`src/rtl/wr_ptr_full_ctrl_if.sv`:
```
// Write-side FIFO control bundle: write request/clear in, pointers and status out.
// The controller side is 'slave'; the upstream writer (or bench) side is 'master'.
interface wr_ptr_full_ctrl_if #(
  parameter int ptr_size = 4
);
  logic                wr_en;
  logic                clr_ovf;
  logic [ptr_size:0]   g_rd_ptr_sync;
  logic [ptr_size-1:0] wr_addr;
  logic [ptr_size:0]   b_wr_ptr;
  logic [ptr_size:0]   g_wr_ptr;
  logic                full;
  logic                almost_full;
  logic [ptr_size:0]   wr_level;
  logic                wr_ack;
  logic                overflow;

  modport slave (
    input  wr_en, clr_ovf, g_rd_ptr_sync,
    output wr_addr, b_wr_ptr, g_wr_ptr, full, almost_full, wr_level, wr_ack, overflow
  );

  modport master (
    output wr_en, clr_ovf, g_rd_ptr_sync,
    input  wr_addr, b_wr_ptr, g_wr_ptr, full, almost_full, wr_level, wr_ack, overflow
  );
endinterface

```
`src/rtl/wr_ptr_full_ctrl.sv`:
```
// Async-FIFO write pointer/flag controller; pointers, flags and level update on the accepting edge, wr_ack one cycle later.
// Writes while full are dropped (no pointer movement) and latch the sticky overflow flag.
module wr_ptr_full_ctrl #(
  parameter int ptr_size  = 4,
  parameter int AF_THRESH = 12
) (
  input  logic                  wr_clk,
  input  logic                  rst_n,
  wr_ptr_full_ctrl_if.slave     bus
);
  localparam int W = ptr_size + 1;

  logic [W-1:0] b_wr_ptr_q, b_wr_ptr_d;
  logic [W-1:0] g_wr_ptr_q, g_wr_ptr_d;
  logic [W-1:0] level_q,    level_d;
  logic         full_q,     full_d;
  logic         af_q,       af_d;
  logic         ack_q;
  logic         ovf_q,      ovf_d;

  logic         accept;
  logic [W-1:0] b_rd_sync;
  logic [W-1:0] full_pattern;

  assign accept = bus.wr_en & ~full_q;

  // Each binary bit is the XOR of all Gray bits at or above it.
  always_comb begin
    b_rd_sync = '0;
    for (int i = 0; i < W; i++) begin
      b_rd_sync[i] = ^(bus.g_rd_ptr_sync >> i);
    end
  end

  // Full when the write pointer is one lap ahead: top two Gray bits inverted.
  assign full_pattern = {~bus.g_rd_ptr_sync[ptr_size:ptr_size-1],
                         bus.g_rd_ptr_sync[ptr_size-2:0]};

  always_comb begin
    b_wr_ptr_d = b_wr_ptr_q + W'(accept);
    g_wr_ptr_d = (b_wr_ptr_d >> 1) ^ b_wr_ptr_d;
    full_d     = (g_wr_ptr_d == full_pattern);
    level_d    = b_wr_ptr_d - b_rd_sync;
    af_d       = (level_d >= W'(AF_THRESH));
    ovf_d      = ovf_q;
    if (bus.wr_en && full_q) begin
      ovf_d = 1'b1;
    end else if (bus.clr_ovf) begin
      ovf_d = 1'b0;
    end
  end

  always_ff @(posedge wr_clk or negedge rst_n) begin
    if (!rst_n) begin
      b_wr_ptr_q <= '0;
      g_wr_ptr_q <= '0;
      level_q    <= '0;
      full_q     <= 1'b0;
      af_q       <= 1'b0;
      ack_q      <= 1'b0;
      ovf_q      <= 1'b0;
    end else begin
      b_wr_ptr_q <= b_wr_ptr_d;
      g_wr_ptr_q <= g_wr_ptr_d;
      level_q    <= level_d;
      full_q     <= full_d;
      af_q       <= af_d;
      ack_q      <= accept;
      ovf_q      <= ovf_d;
    end
  end

  assign bus.wr_addr     = b_wr_ptr_q[ptr_size-1:0];
  assign bus.b_wr_ptr    = b_wr_ptr_q;
  assign bus.g_wr_ptr    = g_wr_ptr_q;
  assign bus.full        = full_q;
  assign bus.almost_full = af_q;
  assign bus.wr_level    = level_q;
  assign bus.wr_ack      = ack_q;
  assign bus.overflow    = ovf_q;

endmodule

```
`src/flat_wrapper.sv`:
```
// flat-port wrapper written by rule: the top's interface ports become plain ports
module wr_ptr_full_ctrl_flat 
#(
  parameter int ptr_size  = 4,
  parameter int AF_THRESH = 12
)
  (wr_clk, rst_n, bus_wr_en, bus_clr_ovf, bus_g_rd_ptr_sync, bus_wr_addr, bus_b_wr_ptr, bus_g_wr_ptr, bus_full, bus_almost_full, bus_wr_level, bus_wr_ack, bus_overflow);
  wr_ptr_full_ctrl_if #(.ptr_size(ptr_size)) bus_i ();
  input  logic wr_clk;
  input  logic rst_n;
  input wire logic [$bits(bus_i.wr_en)-1:0] bus_wr_en;
  input wire logic [$bits(bus_i.clr_ovf)-1:0] bus_clr_ovf;
  input wire logic [$bits(bus_i.g_rd_ptr_sync)-1:0] bus_g_rd_ptr_sync;
  output wire logic [$bits(bus_i.wr_addr)-1:0] bus_wr_addr;
  output wire logic [$bits(bus_i.b_wr_ptr)-1:0] bus_b_wr_ptr;
  output wire logic [$bits(bus_i.g_wr_ptr)-1:0] bus_g_wr_ptr;
  output wire logic [$bits(bus_i.full)-1:0] bus_full;
  output wire logic [$bits(bus_i.almost_full)-1:0] bus_almost_full;
  output wire logic [$bits(bus_i.wr_level)-1:0] bus_wr_level;
  output wire logic [$bits(bus_i.wr_ack)-1:0] bus_wr_ack;
  output wire logic [$bits(bus_i.overflow)-1:0] bus_overflow;
  assign bus_i.wr_en = bus_wr_en;
  assign bus_i.clr_ovf = bus_clr_ovf;
  assign bus_i.g_rd_ptr_sync = bus_g_rd_ptr_sync;
  assign bus_wr_addr = bus_i.wr_addr;
  assign bus_b_wr_ptr = bus_i.b_wr_ptr;
  assign bus_g_wr_ptr = bus_i.g_wr_ptr;
  assign bus_full = bus_i.full;
  assign bus_almost_full = bus_i.almost_full;
  assign bus_wr_level = bus_i.wr_level;
  assign bus_wr_ack = bus_i.wr_ack;
  assign bus_overflow = bus_i.overflow;
  wr_ptr_full_ctrl #(.ptr_size(ptr_size), .AF_THRESH(AF_THRESH)) u_core (.wr_clk(wr_clk), .rst_n(rst_n), .bus(bus_i));
endmodule
```
`config.mk`:
```
export PLATFORM = sky130hd
export DESIGN_NAME = wr_ptr_full_ctrl_flat
export DESIGN_NICKNAME = d
export VERILOG_FILES = /design/src/rtl/wr_ptr_full_ctrl_if.sv /design/src/rtl/wr_ptr_full_ctrl.sv /design/src/flat_wrapper.sv
export SDC_FILE = /design/constraint.sdc
export NUM_CORES = 1
export LEC_CHECK = 0
export ABC_AREA = 0
export ABC_CLOCK_PERIOD_IN_PS = 3200
export CORE_MARGIN = 5
export CORE_UTILIZATION = 44
export DETAILED_ROUTE_END_ITERATION = 10
export PLACE_DENSITY = 0.76
export RECOVER_POWER = 100
export REMOVE_ABC_BUFFERS = 1
export SETUP_SLACK_MARGIN = 0.15
export SYNTH_ARGS = -nofsm -noshare
export SYNTH_HDL_FRONTEND = slang
export SYNTH_SLANG_ARGS = --single-unit
```
`constraint.sdc`:
```
create_clock -name wr_clk -period 3.2 [get_ports wr_clk]
set_input_delay 0.64 -clock wr_clk [delete_from_list [all_inputs] [get_ports wr_clk]]
set_output_delay 0.64 -clock wr_clk [all_outputs]
set_load 0.1 [all_outputs]
```
==> results.ini <==
[global_route]
grt_antenna_before_repair = 0
grt_pass1_vias = 737
grt_pass1_wl_mm = 3.33
grt_usage_pct = 12.6
grt_max_degree = 19
grt.overflow.total = 0

[clock_network]
cts.htree.levels = 1
cts.sinks = 18
clockRootBuffer = clkbuf_4
clk_latency_ps = 290
clkTransAtPathRegs_ps = 90
cts_setup_buffers = 0
cts_tree = built
numCtsBuffers = 3
cts_buffer_depth = 2
cts-resized-gates = 0
postCtsHoldBufs = 0

[yosys]
syn_area_sq_mm = 0.00101
yosys-top-cells-count = dfrtp_1, xnor2_1, inv_1, ha_1, xor2_1
synth-edff-count = 0
yosys.cell_count.top_type = dfrtp_1
synthArstFlopShare_pct = 100
synth_warnings = 0
ys_ff_latch = 18
netlist_instances = 90
synthFlopType = dfrtp_1
synth_top_area_share_pct = 44.5
syn_area_per_cell_sq_um = 11.2
seq_area_frac_synth_pct = 44.5
synthTopCellsByArea = dfrtp_1, xnor2_1, ha_1
synth_top_area_cell = dfrtp_1
yosysUniqueCellTypes = 30

[finish]
multi_input_area_sq_um = 502
areaGrowthSynthToFinish_pct = 25.0
nets = 142
drive_above_1_share_pct = 14.3
fin_area_sq_mm = 0.00126
seqCellArea_sq_um = 450
layout.cells.non_filler = 154
diodes = 0
nFillCells = 221

[floorplanning]
core_region_area_sq_mm = 0.00221
start_util_pct = 45.8
die_area_sq_mm = 0.00336
die_y_microns = 58.0
ios = 32
die_w_microns = 58.0
rows = 17

[sta]
hold_viol = 0
finalSetupViolCount = 0
finalCritPeriodShare_pct = 90.6
period_needed_ps = 2900
slew_viol_final = 0
slew_headroom_pct = 20.8
worstMarginPinSlew_ps = 1190
skew_ps = 8.36
max_freq_mhz = 345
rsz0062_at_grt = no

[detailed_routing]
drt-vias-per-instance = 4.81
drc_errors = 0
wirelength_mm = 1.93
ant_nets = 0
drt-pass1-iter-count = 4
dr.first_iter.drc_count = 11
route.vias.total = 740
avgRoutedWirePerCell_microns = 12.5

[critical_path]
path_class = in2reg
worstPathArrival_ps = 3120
r2r_start = u_core.bus.full
end_kind = flop
reg2regPathDepth = 10
path_max_fanout = 3
crit_path_start = bus_wr_en
cp_data_required_time_ps = 3430
critPathLaunchType = input pin
crit_path_end = u_core.bus.almost_full
rr_endpoint = u_core.bus.almost_full
r2r_setup_slack_ps = 730

[place]
gp_congestion = 0.761
portBuffers = 31
placed_cells = 150
dp_hpwl_mm = 1.62
placedInstanceArea_sq_mm = 0.00131

[flow_run]
maxCapViolations = 0

[worst_hold_path]
min_from = u_core.bus.full
hold_path.class = reg2reg

[run_status]
status = finished, final reports clean

## worst min path at each step
stage	slack (ps)	end	cells past startpoint
6_report	510	u_core.bus.wr_ack	1
5_1_grt	530	u_core.bus.wr_ack	1
4_1_cts	510	u_core.bus.wr_ack	1
3_5_place_dp	500	u_core.bus.wr_ack	1
3_3_place_gp	480	u_core.bus.wr_ack	1
2_1_floorplan	340	u_core.bus.almost_full	0
## per-stage QoR
stage,hold slack [ps],worst slack [ps],setup TNS [ps],utilization (%)
after floorplan,344,-445,-1040,-
after global placement,483,72.5,0,59.3
after detailed placement,497,10.8,0,59.3
after CTS,511,305,0,60.9
after global routing,532,78.7,0,57.2
final,506,302,0,57.2
## routing by layer
metal	track usage (%)	vias up	wire length (microns)
met2	22.3	20	980
li1	-	376	-
met5	0	-	0
met1	15.3	344	812
met4	0.993	0	0
met3	4.23	0	137
## worst max-delay path, stage by stage
cell and delay (ps):
clkdlybuf4s50_1 470, nor2b_1 180, ha_1 190, ha_1 220, xnor2_2 140, inv_1 80, ha_1 320, and2_1 150
a22o_1 220, or4_4 420, nand4_1 100
## layout make-up
| class | count | area share [%] |
|---|---|---|
| clock buffer | 4 | 2.87 |
| multi-input combinational | 59 | 39.7 |
| tap | 28 | 2.77 |
| inverter | 7 | 2.08 |
| sequential | 18 | 35.6 |
| timing repair buffer | 38 | 17.0 |
## registers in the layout, summed over array words and instances (netlist names)
name,flops
u_core.bus.almost_full,1
u_core.bus.wr_level,5
u_core.bus.g_wr_ptr,4
u_core.bus.wr_ack,1
u_core.bus.b_wr_ptr,5
u_core.bus.overflow,1
u_core.bus.full,1
## logic make-up after synthesis
family / share of synthesized area (%)
buf+inv: 6.68
xor+xnor: 20.1
mux: 0.989
simple gates: 11.6
flops: 44.5
compound gates: 8.65
fa+ha+maj: 7.42
## cells in the final DEF, fill, tap and decap left out, types with 4 or more instances in the layout
cell             synthesis  final
ha_1                     6      6
clkbuf_1                 1     24
a21oi_1                  4      4
clkdlybuf4s50_1          0      7
xor2_1                   6      6
dfrtp_1                 18     18
buf_4                    5      6
xnor2_1                 11     10
inv_1                    7      7
Power is left out: the tool's default activity adds up to more than one toggle a clock period on the data nets, which glitch-free logic cannot reach.
